File: src/rtl/bt_radio_pkg.sv
// -----------------------------------------------------------------------------
// bt_radio_pkg
// Definitions shared by the BT radio hop sequencer and its environment:
//   - state_e  : hop sequencer states (IDLE, LOAD, SETTLE, ACTIVE, GUARD)
//   - BT_MAX_CH: highest legal channel index (2402 + 78 = 2480 MHz)
//   - CLK_MHZ  : sequencer clock rate in MHz
//   - us2cyc() : converts a time in microseconds to clk_6M cycles
// -----------------------------------------------------------------------------
`timescale 1ns/1ps
package bt_radio_pkg;

  localparam int BT_MAX_CH = 78;
  localparam int CLK_MHZ   = 6;

  typedef enum logic [2:0] {
    IDLE   = 3'd0,
    LOAD   = 3'd1,
    SETTLE = 3'd2,
    ACTIVE = 3'd3,
    GUARD  = 3'd4
  } state_e;

  // Microseconds to clk_6M cycles, used to derive the PLL settle time.
  function automatic int us2cyc(input int us);
    return us * CLK_MHZ;
  endfunction

endpackage

File: src/rtl/bt_radio_seq_if.sv
// -----------------------------------------------------------------------------
// bt_radio_seq_if
// Hop-request handshake between the baseband slot scheduler (master) and the
// radio sequencer (slave).
//   req_valid : hop request valid                      (master -> slave)
//   req_ready : sequencer can accept a request         (slave  -> master)
//   req_tx    : 1 = TX window, 0 = RX window           (master -> slave)
//   req_k     : channel index 0..78                    (master -> slave)
//   req_len   : enable-window length, 0 means 1 cycle  (master -> slave)
// -----------------------------------------------------------------------------
`timescale 1ns/1ps
interface bt_radio_seq_if #(
  parameter int LEN_W = 16
);

  logic             req_valid;
  logic             req_ready;
  logic             req_tx;
  logic [6:0]       req_k;
  logic [LEN_W-1:0] req_len;

  modport master (
    output req_valid,
    output req_tx,
    output req_k,
    output req_len,
    input  req_ready
  );

  modport slave (
    input  req_valid,
    input  req_tx,
    input  req_k,
    input  req_len,
    output req_ready
  );

endinterface

File: src/rtl/bt_radio_seq.sv
// -----------------------------------------------------------------------------
// bt_radio_seq
// Sequences the BT radio through one hop per request: program the channel,
// wait for the PLL to settle, open a TX or RX enable window, then hold a guard
// gap before the next request. The settle wait is skipped when the requested
// channel is already loaded and known good.
// Ports:
//   clk_6M, rstz     : 6 MHz clock, asynchronous active-low reset
//   req              : hop request handshake (slave side)
//   abort            : synchronous abort of the current hop
//   k, rxk           : channel to radio synthesizer / receiver compare
//   loadfreq_p       : one-cycle pulse, load k into the PLL
//   txen, rxen       : radio TX / RX enables (never both high)
//   busy             : sequencer not idle
//   done_p           : one-cycle pulse at the end of an enable window
//   err_p            : one-cycle pulse, request with illegal channel dropped
// All outputs are registered.
// -----------------------------------------------------------------------------
`timescale 1ns/1ps
module bt_radio_seq
  import bt_radio_pkg::*;
#(
  parameter int SETTLE_CYC = us2cyc(100),
  parameter int GUARD_CYC  = 12,
  parameter int LEN_W      = 16
) (
  input  logic              clk_6M,
  input  logic              rstz,
  bt_radio_seq_if.slave     req,
  input  logic              abort,
  output logic [6:0]        k,
  output logic [6:0]        rxk,
  output logic              loadfreq_p,
  output logic              txen,
  output logic              rxen,
  output logic              busy,
  output logic              done_p,
  output logic              err_p
);

  localparam int SET_W = (SETTLE_CYC > 1) ? $clog2(SETTLE_CYC) : 1;
  localparam int GRD_W = (GUARD_CYC > 1) ? $clog2(GUARD_CYC) : 1;
  localparam int MAX_W = (SET_W > GRD_W) ? SET_W : GRD_W;
  localparam int CNT_W = (LEN_W > MAX_W) ? LEN_W : MAX_W;

  localparam logic [CNT_W-1:0] CNT_ZERO  = {CNT_W{1'b0}};
  localparam logic [CNT_W-1:0] CNT_ONE   = CNT_W'(1);
  localparam logic [CNT_W-1:0] SETTLE_LD = CNT_W'(SETTLE_CYC - 1);
  localparam logic [CNT_W-1:0] GUARD_LD  = CNT_W'(GUARD_CYC - 1);
  localparam logic [6:0]       MAX_CH    = 7'(BT_MAX_CH);

  localparam logic [2:0] ST_IDLE   = IDLE;
  localparam logic [2:0] ST_LOAD   = LOAD;
  localparam logic [2:0] ST_SETTLE = SETTLE;
  localparam logic [2:0] ST_ACTIVE = ACTIVE;
  localparam logic [2:0] ST_GUARD  = GUARD;

  // A window of len cycles counts down from len-1; len 0 behaves like len 1.
  function automatic logic [CNT_W-1:0] win_load(input logic [LEN_W-1:0] len);
    logic [CNT_W-1:0] ext;
    ext = CNT_W'(len);
    if (ext == CNT_ZERO) begin
      return CNT_ZERO;
    end else begin
      return ext - CNT_ONE;
    end
  endfunction

  logic [2:0]       state_r, state_s;
  logic [CNT_W-1:0] cnt_r, cnt_s;
  logic             tx_r, tx_s;
  logic [LEN_W-1:0] len_r, len_s;
  logic             cur_k_vld_r, cur_k_vld_s;
  logic [6:0]       k_s, rxk_s;
  logic             loadfreq_s, txen_s, rxen_s, done_s, err_s;
  logic             busy_s, ready_s;

  // Next-state and next-output logic for the hop sequencer.
  always_comb begin
    state_s     = state_r;
    cnt_s       = cnt_r;
    tx_s        = tx_r;
    len_s       = len_r;
    cur_k_vld_s = cur_k_vld_r;
    k_s         = k;
    rxk_s       = rxk;
    loadfreq_s  = 1'b0;
    txen_s      = txen;
    rxen_s      = rxen;
    done_s      = 1'b0;
    err_s       = 1'b0;

    case (state_r)
      ST_IDLE: begin
        // abort in IDLE blocks acceptance for that cycle
        if (req.req_valid && !abort) begin
          tx_s  = req.req_tx;
          len_s = req.req_len;
          if (req.req_k > MAX_CH) begin
            err_s = 1'b1;
          end else if (cur_k_vld_r && (req.req_k == k)) begin
            state_s = ST_ACTIVE;
            cnt_s   = win_load(req.req_len);
            txen_s  = req.req_tx;
            rxen_s  = ~req.req_tx;
          end else begin
            // k/rxk change together with the load pulse in the LOAD cycle
            state_s     = ST_LOAD;
            k_s         = req.req_k;
            rxk_s       = req.req_k;
            loadfreq_s  = 1'b1;
            cur_k_vld_s = 1'b1;
          end
        end else begin
          state_s = ST_IDLE;
        end
      end
      ST_LOAD, ST_SETTLE: begin
        if (abort) begin
          // PLL lock state unknown after an interrupted load
          state_s     = ST_GUARD;
          cnt_s       = GUARD_LD;
          cur_k_vld_s = 1'b0;
        end else if (state_r == ST_LOAD) begin
          state_s = ST_SETTLE;
          cnt_s   = SETTLE_LD;
        end else if (cnt_r == CNT_ZERO) begin
          state_s = ST_ACTIVE;
          cnt_s   = win_load(len_r);
          txen_s  = tx_r;
          rxen_s  = ~tx_r;
        end else begin
          cnt_s = cnt_r - CNT_ONE;
        end
      end
      ST_ACTIVE: begin
        if (abort || (cnt_r == CNT_ZERO)) begin
          state_s = ST_GUARD;
          cnt_s   = GUARD_LD;
          txen_s  = 1'b0;
          rxen_s  = 1'b0;
          done_s  = 1'b1;
        end else begin
          cnt_s = cnt_r - CNT_ONE;
        end
      end
      ST_GUARD: begin
        if (cnt_r == CNT_ZERO) begin
          state_s = ST_IDLE;
        end else begin
          cnt_s = cnt_r - CNT_ONE;
        end
      end
      default: begin
        state_s = ST_IDLE;
        cnt_s   = CNT_ZERO;
        txen_s  = 1'b0;
        rxen_s  = 1'b0;
      end
    endcase

    busy_s  = (state_s != ST_IDLE);
    ready_s = (state_s == ST_IDLE);
  end

  // State, counter, latched request fields and registered outputs.
  always_ff @(posedge clk_6M or negedge rstz) begin
    if (!rstz) begin
      state_r       <= ST_IDLE;
      cnt_r         <= CNT_ZERO;
      tx_r          <= 1'b0;
      len_r         <= {LEN_W{1'b0}};
      cur_k_vld_r   <= 1'b0;
      k             <= 7'd0;
      rxk           <= 7'd0;
      loadfreq_p    <= 1'b0;
      txen          <= 1'b0;
      rxen          <= 1'b0;
      busy          <= 1'b0;
      done_p        <= 1'b0;
      err_p         <= 1'b0;
      req.req_ready <= 1'b1;
    end else begin
      state_r       <= state_s;
      cnt_r         <= cnt_s;
      tx_r          <= tx_s;
      len_r         <= len_s;
      cur_k_vld_r   <= cur_k_vld_s;
      k             <= k_s;
      rxk           <= rxk_s;
      loadfreq_p    <= loadfreq_s;
      txen          <= txen_s;
      rxen          <= rxen_s;
      busy          <= busy_s;
      done_p        <= done_s;
      err_p         <= err_s;
      req.req_ready <= ready_s;
    end
  end

endmodule

File: src/flat_wrapper.sv
// flat-port wrapper written by rule: the top's interface ports become plain ports
module bt_radio_seq_flat import bt_radio_pkg::*;
#(
  parameter int SETTLE_CYC = us2cyc(100),
  parameter int GUARD_CYC  = 12,
  parameter int LEN_W      = 16
)
  (clk_6M, rstz, abort, k, rxk, loadfreq_p, txen, rxen, busy, done_p, err_p, req_req_valid, req_req_tx, req_req_k, req_req_len, req_req_ready);
  bt_radio_seq_if #(.LEN_W(LEN_W)) req_i ();
  input  logic clk_6M;
  input  logic rstz;
  input  logic abort;
  output logic [6:0] k;
  output logic [6:0] rxk;
  output logic loadfreq_p;
  output logic txen;
  output logic rxen;
  output logic busy;
  output logic done_p;
  output logic err_p;
  input wire logic [$bits(req_i.req_valid)-1:0] req_req_valid;
  input wire logic [$bits(req_i.req_tx)-1:0] req_req_tx;
  input wire logic [$bits(req_i.req_k)-1:0] req_req_k;
  input wire logic [$bits(req_i.req_len)-1:0] req_req_len;
  output wire logic [$bits(req_i.req_ready)-1:0] req_req_ready;
  assign req_i.req_valid = req_req_valid;
  assign req_i.req_tx = req_req_tx;
  assign req_i.req_k = req_req_k;
  assign req_i.req_len = req_req_len;
  assign req_req_ready = req_i.req_ready;
  bt_radio_seq #(.SETTLE_CYC(SETTLE_CYC), .GUARD_CYC(GUARD_CYC), .LEN_W(LEN_W)) u_core (.clk_6M(clk_6M), .rstz(rstz), .req(req_i), .abort(abort), .k(k), .rxk(rxk), .loadfreq_p(loadfreq_p), .txen(txen), .rxen(rxen), .busy(busy), .done_p(done_p), .err_p(err_p));
endmodule
File: config.mk
export PLATFORM = sky130hd
export DESIGN_NAME = bt_radio_seq_flat
export DESIGN_NICKNAME = d
export VERILOG_FILES = /design/src/rtl/bt_radio_pkg.sv /design/src/rtl/bt_radio_seq_if.sv /design/src/rtl/bt_radio_seq.sv /design/src/flat_wrapper.sv
export SDC_FILE = /design/constraint.sdc
export NUM_CORES = 1
export LEC_CHECK = 0
export ABC_CLOCK_PERIOD_IN_PS = 3030
export CAP_MARGIN = 30
export CELL_PAD_IN_SITES_DETAIL_PLACEMENT = 1
export CELL_PAD_IN_SITES_GLOBAL_PLACEMENT = 1
export CORE_ASPECT_RATIO = 0.7
export CORE_MARGIN = 2
export CORE_UTILIZATION = 40
export DETAILED_ROUTE_END_ITERATION = 7
export PLACE_DENSITY = 0.85
export SETUP_SLACK_MARGIN = 0.1
export SLEW_MARGIN = 20
export SYNTH_ARGS = -nofsm -noshare
export SYNTH_HDL_FRONTEND = slang
export SYNTH_SLANG_ARGS = --single-unit
File: constraint.sdc
create_clock -name clk_6M -period 3.03 [get_ports clk_6M]
set_clock_uncertainty 0.05 [all_clocks]
set_input_delay 0.4545 -clock clk_6M [delete_from_list [all_inputs] [get_ports clk_6M]]
set_output_delay 0.4545 -clock clk_6M [all_outputs]
set_load 0.01 [all_outputs]
==> run metrics, run 1 <==
min cycle time layout ~2800 ps; Design Area, Final between 4000 and 5000 um2; vias per cell 5.96; RSZ-0062 raised after global routing false; initial antenna violation count 0; Min-Delay Path Class input port to async pin; FFs w/ async S/R, synth 1.00; worst-case clock buffer depth 2; DIE AREA ~10000 um2; Post-Synthesis Cells between 300 and 400; CP Class register to register; Clock Latency Late Sink approximately 300 ps; I/O pin count 49; Post-synth EDFFs 0; TritonCTS clock tree done; Mean Syn Cell Area just over 9 um2; post-route ant nets 0; height of the die approximately 84 um; outcome finished clean; DRT Wirelength about 12 mm; Mapped Area around 3600 um2; initial drt markers 304; Max VDD drop a little over 0.3 mV; CP cell instances inv_1 -> ha_1 -> and3_1 -> nand2_1 -> a221oi_2 -> a311oi_1 -> a221o_1; P_leak approximately 1.8 nW; vias in the first global route roughly 3500; critical path's top delay family compound AO/OA/AOI/OAI gates; overall power 1.56 mW; IO Port Bufs 48; Post-CTS Resized 0; setup violators final 0; sum of net half-perimeters after detailed placement about 9 mm; Die X 118 um; setup bufs post-CTS 0; Power per Cell Area between 300 and 400 nW/um2; syn nets 425; Avg WL per Cell between 20 and 25 um; Final Cycle Share 0.911; Critical R2R Launch u_core.cnt_r[0]$_DFFE_PN0P_; FF+latch area approximately 1300 um2; Critical R2R Capture u_core.cnt_r[1]$_DFFE_PN0P_; Synth cell types a little under 70; Core Footprint just under 9000 um2; R2R Setup Slk between 200 and 300 ps; dominant synthesized flop cell dfrtp_1; relative slew slack 0.353; Reg2Reg Depth 7; Global Route Usage Sum 0.239; placed inst area 4250 um2; TritonCTS Buffers 5; Crit Path Max Fanout 12; Worst Path Required between 3000 and 4000 ps; Multi-input gate area around 2200 um2; root buf cell clkbuf_16; starting density of the core 0.407; count of max-cap constraint violations 0; H-tree Lvls 2; worst hold margin ~57 ps; FILL cells around 1100; # hold bufs at CTS 0; Warnings, synthesis 0; layout cells sized above 1 0.146; Num Clock Sinks just over 50; Pre-Repair DR Iteration Count 5; Seq/Total Area, Yosys 0.352; num rows 29; CTS clk-pin slew, worst paths around 70 ps; # diodes 0; Hold Vio Cnt, Final 0; Setup crit start kind register; global-route wire length before repair approximately 19 mm; nets between 400 and 500; Max Slew Vio Count 0; Critical Path AT slightly below 3000 ps; total grt overflow 0; Critical path buffers and inverters 1; synthesized flop and latch total approximately 50; Worst path slowest cell a221oi_2; Setup TNS Final 0 ps; largest net degree at the start of global routing 32; Area Overhead vs Synth 21.0%; fmax 0.362 GHz; routed via count 3386; slowest stage delay, CP roughly 840 ps; Final Wtd Congestion between 0.9 and 1; final routed DRC violation total 0; Critical Path End Type register; worst-margin pin slew slightly below 1000 ps
## synth_stat cells (3+ instances only)
library cell	count	area, um2
dfrtp_1	50	1250
nor2_1	29	109
mux2_2	24	270
nand2_1	24	90.1
xnor2_1	23	201
a21oi_1	22	110
inv_1	16	60.1
nor3_1	15	75.1
xor2_1	13	114
nand3_1	12	60.1
o21ai_0	10	50.1
buf_4	8	60.1
nor4_1	8	50.1
nor2b_1	7	43.8
o22ai_1	7	43.8
buf_2	6	30.0
nand2b_1	6	37.5
nand4_1	6	37.5
nor3b_1	6	45.0
a21o_1	5	37.5
a221o_1	5	50.1
a31oi_1	5	31.3
clkbuf_1	5	18.8
or4_1	5	37.5
a22o_1	4	35.0
ha_1	4	50.1
or3_1	4	25.0
a211oi_1	3	22.5
a221oi_1	3	26.3
a311oi_1	3	26.3
a32oi_1	3	26.3
nor4_2	3	37.5
o221ai_1	3	26.3
## placed cells by master (no fill, tap or decap), types with 3 or more instances in the layout
cell type        synthesis  routed
xnor2_1                 23      23
o221ai_1                 3       3
a221oi_1                 3       3
nand2b_1                 6       6
nor3_1                  15      15
nor4_1                   8       8
a211oi_1                 3       3
a32oi_1                  3       3
clkdlybuf4s50_1          0      47
o22ai_1                  7       7
o21ai_0                 10      10
nand4_1                  6       6
ha_1                     4       4
xor2_1                  13      13
a31oi_1                  5       5
nor2_1                  29      29
nor4_2                   3       3
dfrtp_1                 50      50
or3_1                    4       4
a311oi_1                 3       3
clkbuf_16                0       5
buf_4                    8      17
mux2_2                  24      24
a21o_1                   5       5
nand3_1                 12      12
inv_1                   16      16
nand2_1                 24      24
nor2b_1                  7       7
a22o_1                   4       4
a21oi_1                 22      22
a221o_1                  5       5
nor3b_1                  6       6
or4_1                    5       5
## flip-flops by register name, summed over array words and instances, names as in the netlist
register	flops
u_core.cnt_r	16
u_core.len_r	16
u_core.err_p	1
u_core.busy	1
u_core.cur_k_vld_r	1
u_core.req.req_ready	1
u_core.loadfreq_p	1
u_core.tx_r	1
u_core.txen	1
u_core.done_p	1
u_core.rxen	1
u_core.state_r	3
u_core.k	7
## area by class of cell
| cell class | instances | share of cell area |
|---|---|---|
| Clock buffer | 6 | 0.0293 |
| Clock inverter | 2 | 0.00285 |
| Inverter | 16 | 0.0137 |
| Multi-Input combinational cell | 304 | 0.491 |
| Sequential cell | 51 | 0.291 |
| Tap cell | 124 | 0.0353 |
| Timing Repair Buffer | 65 | 0.137 |
## cell families after synthesis
group                      after synthesis  share of synthesized area
adders and majority gates                4                     0.0138
and+or+nand+nor                        140                      0.218
xor gates and xnor gates                36                     0.0868
muxes                                   24                     0.0744
DFF                                     51                      0.352
buffers and inverters                   38                     0.0544
AOI/OAI and AO/OA                      100                      0.201
## stage by stage
step           utilization  cells  setup slack (ps)
5_1_grt              0.492    568               130
2_1_floorplan            -    393               692
3_3_place_gp         0.476    560               132
6_report             0.492    568               271
3_5_place_dp         0.476    560              90.6
4_1_cts              0.492    568               320
## worst max-delay path by stage
stage / depth (start not counted) / slack [ps] / startpoint / to
6_report: 7 / 270 / u_core.cnt_r[0]$_DFFE_PN0P_ / u_core.cnt_r[1]$_DFFE_PN0P_
5_1_grt: 7 / 130 / u_core.cnt_r[0]$_DFFE_PN0P_ / u_core.cnt_r[1]$_DFFE_PN0P_
4_1_cts: 7 / 320 / u_core.cnt_r[0]$_DFFE_PN0P_ / u_core.cnt_r[1]$_DFFE_PN0P_
3_5_place_dp: 7 / 90 / req_req_len[13] / u_core.cnt_r[1]$_DFFE_PN0P_
3_3_place_gp: 7 / 130 / req_req_len[13] / u_core.cnt_r[1]$_DFFE_PN0P_
2_1_floorplan: 8 / 690 / u_core.len_r[0]$_DFFE_PN0P_ / u_core.cnt_r[0]$_DFFE_PN0P_
## report_power, final
part | leakage, nW | switching [mW] | internal [mW]
Clock | 0.0669 | 0.260 | 0.306
Sequential | 0.662 | 0.0606 | 0.719
Combinational | 1.11 | 0.109 | 0.111
## layer usage
metal | share of wire | track usage | up-vias
li1 | - | - | 1566
met1 | 0.47 | 0.351 | 1680
met2 | 0.44 | 0.362 | 125
met3 | 0.079 | 0.0574 | 15
met4 | 0.0086 | 0.0449 | 0
met5 | 0 | 0 | -
(Power assumes the default switching activity.)
==> run 2, diff against run 1 <==
--- a/config.mk
+++ b/config.mk
@@ -7,13 +7,12 @@
 export LEC_CHECK = 0
 export ABC_CLOCK_PERIOD_IN_PS = 3030
 export CAP_MARGIN = 30
-export CELL_PAD_IN_SITES_DETAIL_PLACEMENT = 1
-export CELL_PAD_IN_SITES_GLOBAL_PLACEMENT = 1
 export CORE_ASPECT_RATIO = 0.7
 export CORE_MARGIN = 2
 export CORE_UTILIZATION = 40
 export DETAILED_ROUTE_END_ITERATION = 7
-export PLACE_DENSITY = 0.85
+export MAX_ROUTING_LAYER = met4
+export PLACE_DENSITY = 0.7
 export SETUP_SLACK_MARGIN = 0.1
 export SLEW_MARGIN = 20
 export SYNTH_ARGS = -nofsm -noshare
==> run metrics, run 2 (synthesis results as in run 1) <==
Critical Path AT 2820 ps (-70 ps); # diodes 0 (unchanged); TritonCTS clock tree done; post-route ant nets 0 (unchanged); layout cells sized above 1 0.149 (+0.00225); Num Clock Sinks 51 (unchanged); final routed DRC violation total 0 (unchanged); RSZ-0062 raised after global routing false; Core Footprint 8930 um2 (unchanged); Min-Delay Path Class input port to async pin; P_leak 1.86 nW (+1.1%); Largest regs u_core.cnt_r (16), u_core.len_r (16), u_core.k (7); placed inst area 4250 um2 (unchanged); vias per cell 5.88 (-1.4%); worst-case clock buffer depth 2 (unchanged); CP Class register to register; Design Area, Final 4430 um2 (+0.74%); R2R Setup Slk 340 ps (+70 ps); Worst Path Required 3160 ps (about the same); Crit Path Max Fanout 12 (unchanged); Pre-Repair DR Iteration Count 5 (unchanged); CTS clk-pin slew, worst paths 70 ps (about the same); sum of net half-perimeters after detailed placement 7.72 mm (-14%); Final Wtd Congestion 0.961 (+3.2%); fmax 0.371 GHz (+2.5%); root buf cell clkbuf_16; H-tree Lvls 2 (unchanged); Post-CTS Resized 0 (unchanged); vias in the first global route 3248 (-5.9%); Max Slew Vio Count 0 (unchanged); largest net degree at the start of global routing 29 (-9.4%); # hold bufs at CTS 0 (unchanged); total grt overflow 0 (unchanged); initial antenna violation count 0 (unchanged); DIE AREA 9870 um2 (unchanged); Max VDD drop 0.253 mV (-18%); I/O pin count 49 (unchanged); DRT Wirelength 10.1 mm (-12%); min cycle time layout 2690 ps (-67.1 ps); height of the die 83.7 um (unchanged); Hold Vio Cnt, Final 0 (unchanged); commonest cells after routing, fill and taps aside 50 x dfrtp_1, 47 x clkdlybuf4s50_1, 29 x nor2_1; num rows 29 (unchanged); count of max-cap constraint violations 0 (unchanged); Util after Layout 0.496 (+0.00365); Global Route Usage Sum 0.216 (-0.0234); global-route wire length before repair 16.8 mm (-10%); outcome finished clean; nets 475 (unchanged); Clock Latency Late Sink 290 ps (about the same); setup bufs post-CTS 0 (unchanged); worst hold margin 94.1 ps (+36.7 ps); Avg WL per Cell 17.8 um (-12%); setup violators final 0 (unchanged); Die X 118 um (unchanged); relative slew slack 0.330 (-0.0231); routed via count 3339 (-1.4%); IO Port Bufs 48 (unchanged); commonest non-fill, non-tap cell in the layout dfrtp_1; Setup TNS Final 0 ps (unchanged); initial drt markers 295 (-3.0%); starting density of the core 0.407 (unchanged); Final Cycle Share 0.888 (-0.0221); Power per Cell Area 376 nW/um2 (+5.7%); Setup crit start kind register; worst-margin pin slew 1000 ps (+34.6 ps); TritonCTS Buffers 5 (unchanged); Critical Path End Type register; Area Overhead vs Synth 21.9%
[run 2: worst paths after layout]
| path | startpoint | endpoint | depth (start not counted) |
|---|---|---|---|
| worst min-delay path | rstz | u_core.rxen$_DFFE_PN0P_ | 1 |
| worst min register to register | u_core.rxen$_DFFE_PN0P_ | u_core.rxen$_DFFE_PN0P_ | 1 |
| max in group asynchronous | rstz | u_core.req.req_ready$_DFF_PN1_ | 2 |
| min in group clk_6M | u_core.rxen$_DFFE_PN0P_ | u_core.rxen$_DFFE_PN0P_ | 1 |
| worst max register to register | u_core.cnt_r[3]$_DFFE_PN0P_ | u_core.cnt_r[0]$_DFFE_PN0P_ | 6 |
| worst max-delay path | u_core.cnt_r[3]$_DFFE_PN0P_ | u_core.cnt_r[0]$_DFFE_PN0P_ | 6 |
[run 2: through the flow]
stage	cells	power, mW	setup slack, ps
after floorplan	393	0.890	692
after global routing	568	1.73	193
after global placement	560	1.00	212
after detailed placement	560	1.01	159
final	568	1.67	338
after CTS	568	1.67	394
[run 2: layer usage]
metal	track usage	routed length [um]	up-vias
li1	-	-	1569
met5	-	0	-
met3	0.0669	922	17
met1	0.323	4860	1586
met4	0.0515	127	0
met2	0.280	4190	167
[run 2: area by class of cell]
type	count	area [um2]
clock buffer	6	139
multi-input combinational	304	2160
sequential	51	1280
timing repair buffer	65	603
fill	858	4500
inverter	16	60.1
clock inverter	2	35.0
tap	124	155
[run 2: critical path, cell delays in order (launching register included)]
cell and delay [ps]:
dfrtp_1 450, nor3_4 330, and3_1 350, nand2_1 140, a221oi_2 860, a311oi_1 110, a221o_1 290
[run 2: power breakdown]
part	leakage, nW	switching, mW	internal (mW)	total, mW
Combinational	1.11	0.114	0.110	0.223
Clock	0.0868	0.253	0.411	0.665
Sequential	0.662	0.0582	0.720	0.778
Total	1.86	0.425	1.24	1.67
==> run 3, diff against run 2 <==
--- a/config.mk
+++ b/config.mk
@@ -10,6 +10,7 @@
 export CORE_ASPECT_RATIO = 0.7
 export CORE_MARGIN = 2
 export CORE_UTILIZATION = 40
+export CTS_CLUSTER_SIZE = 30
 export DETAILED_ROUTE_END_ITERATION = 7
 export MAX_ROUTING_LAYER = met4
 export PLACE_DENSITY = 0.7
==> results of run 3 <==
The final DEF is identical to that of run 2; final timing and power are the same.
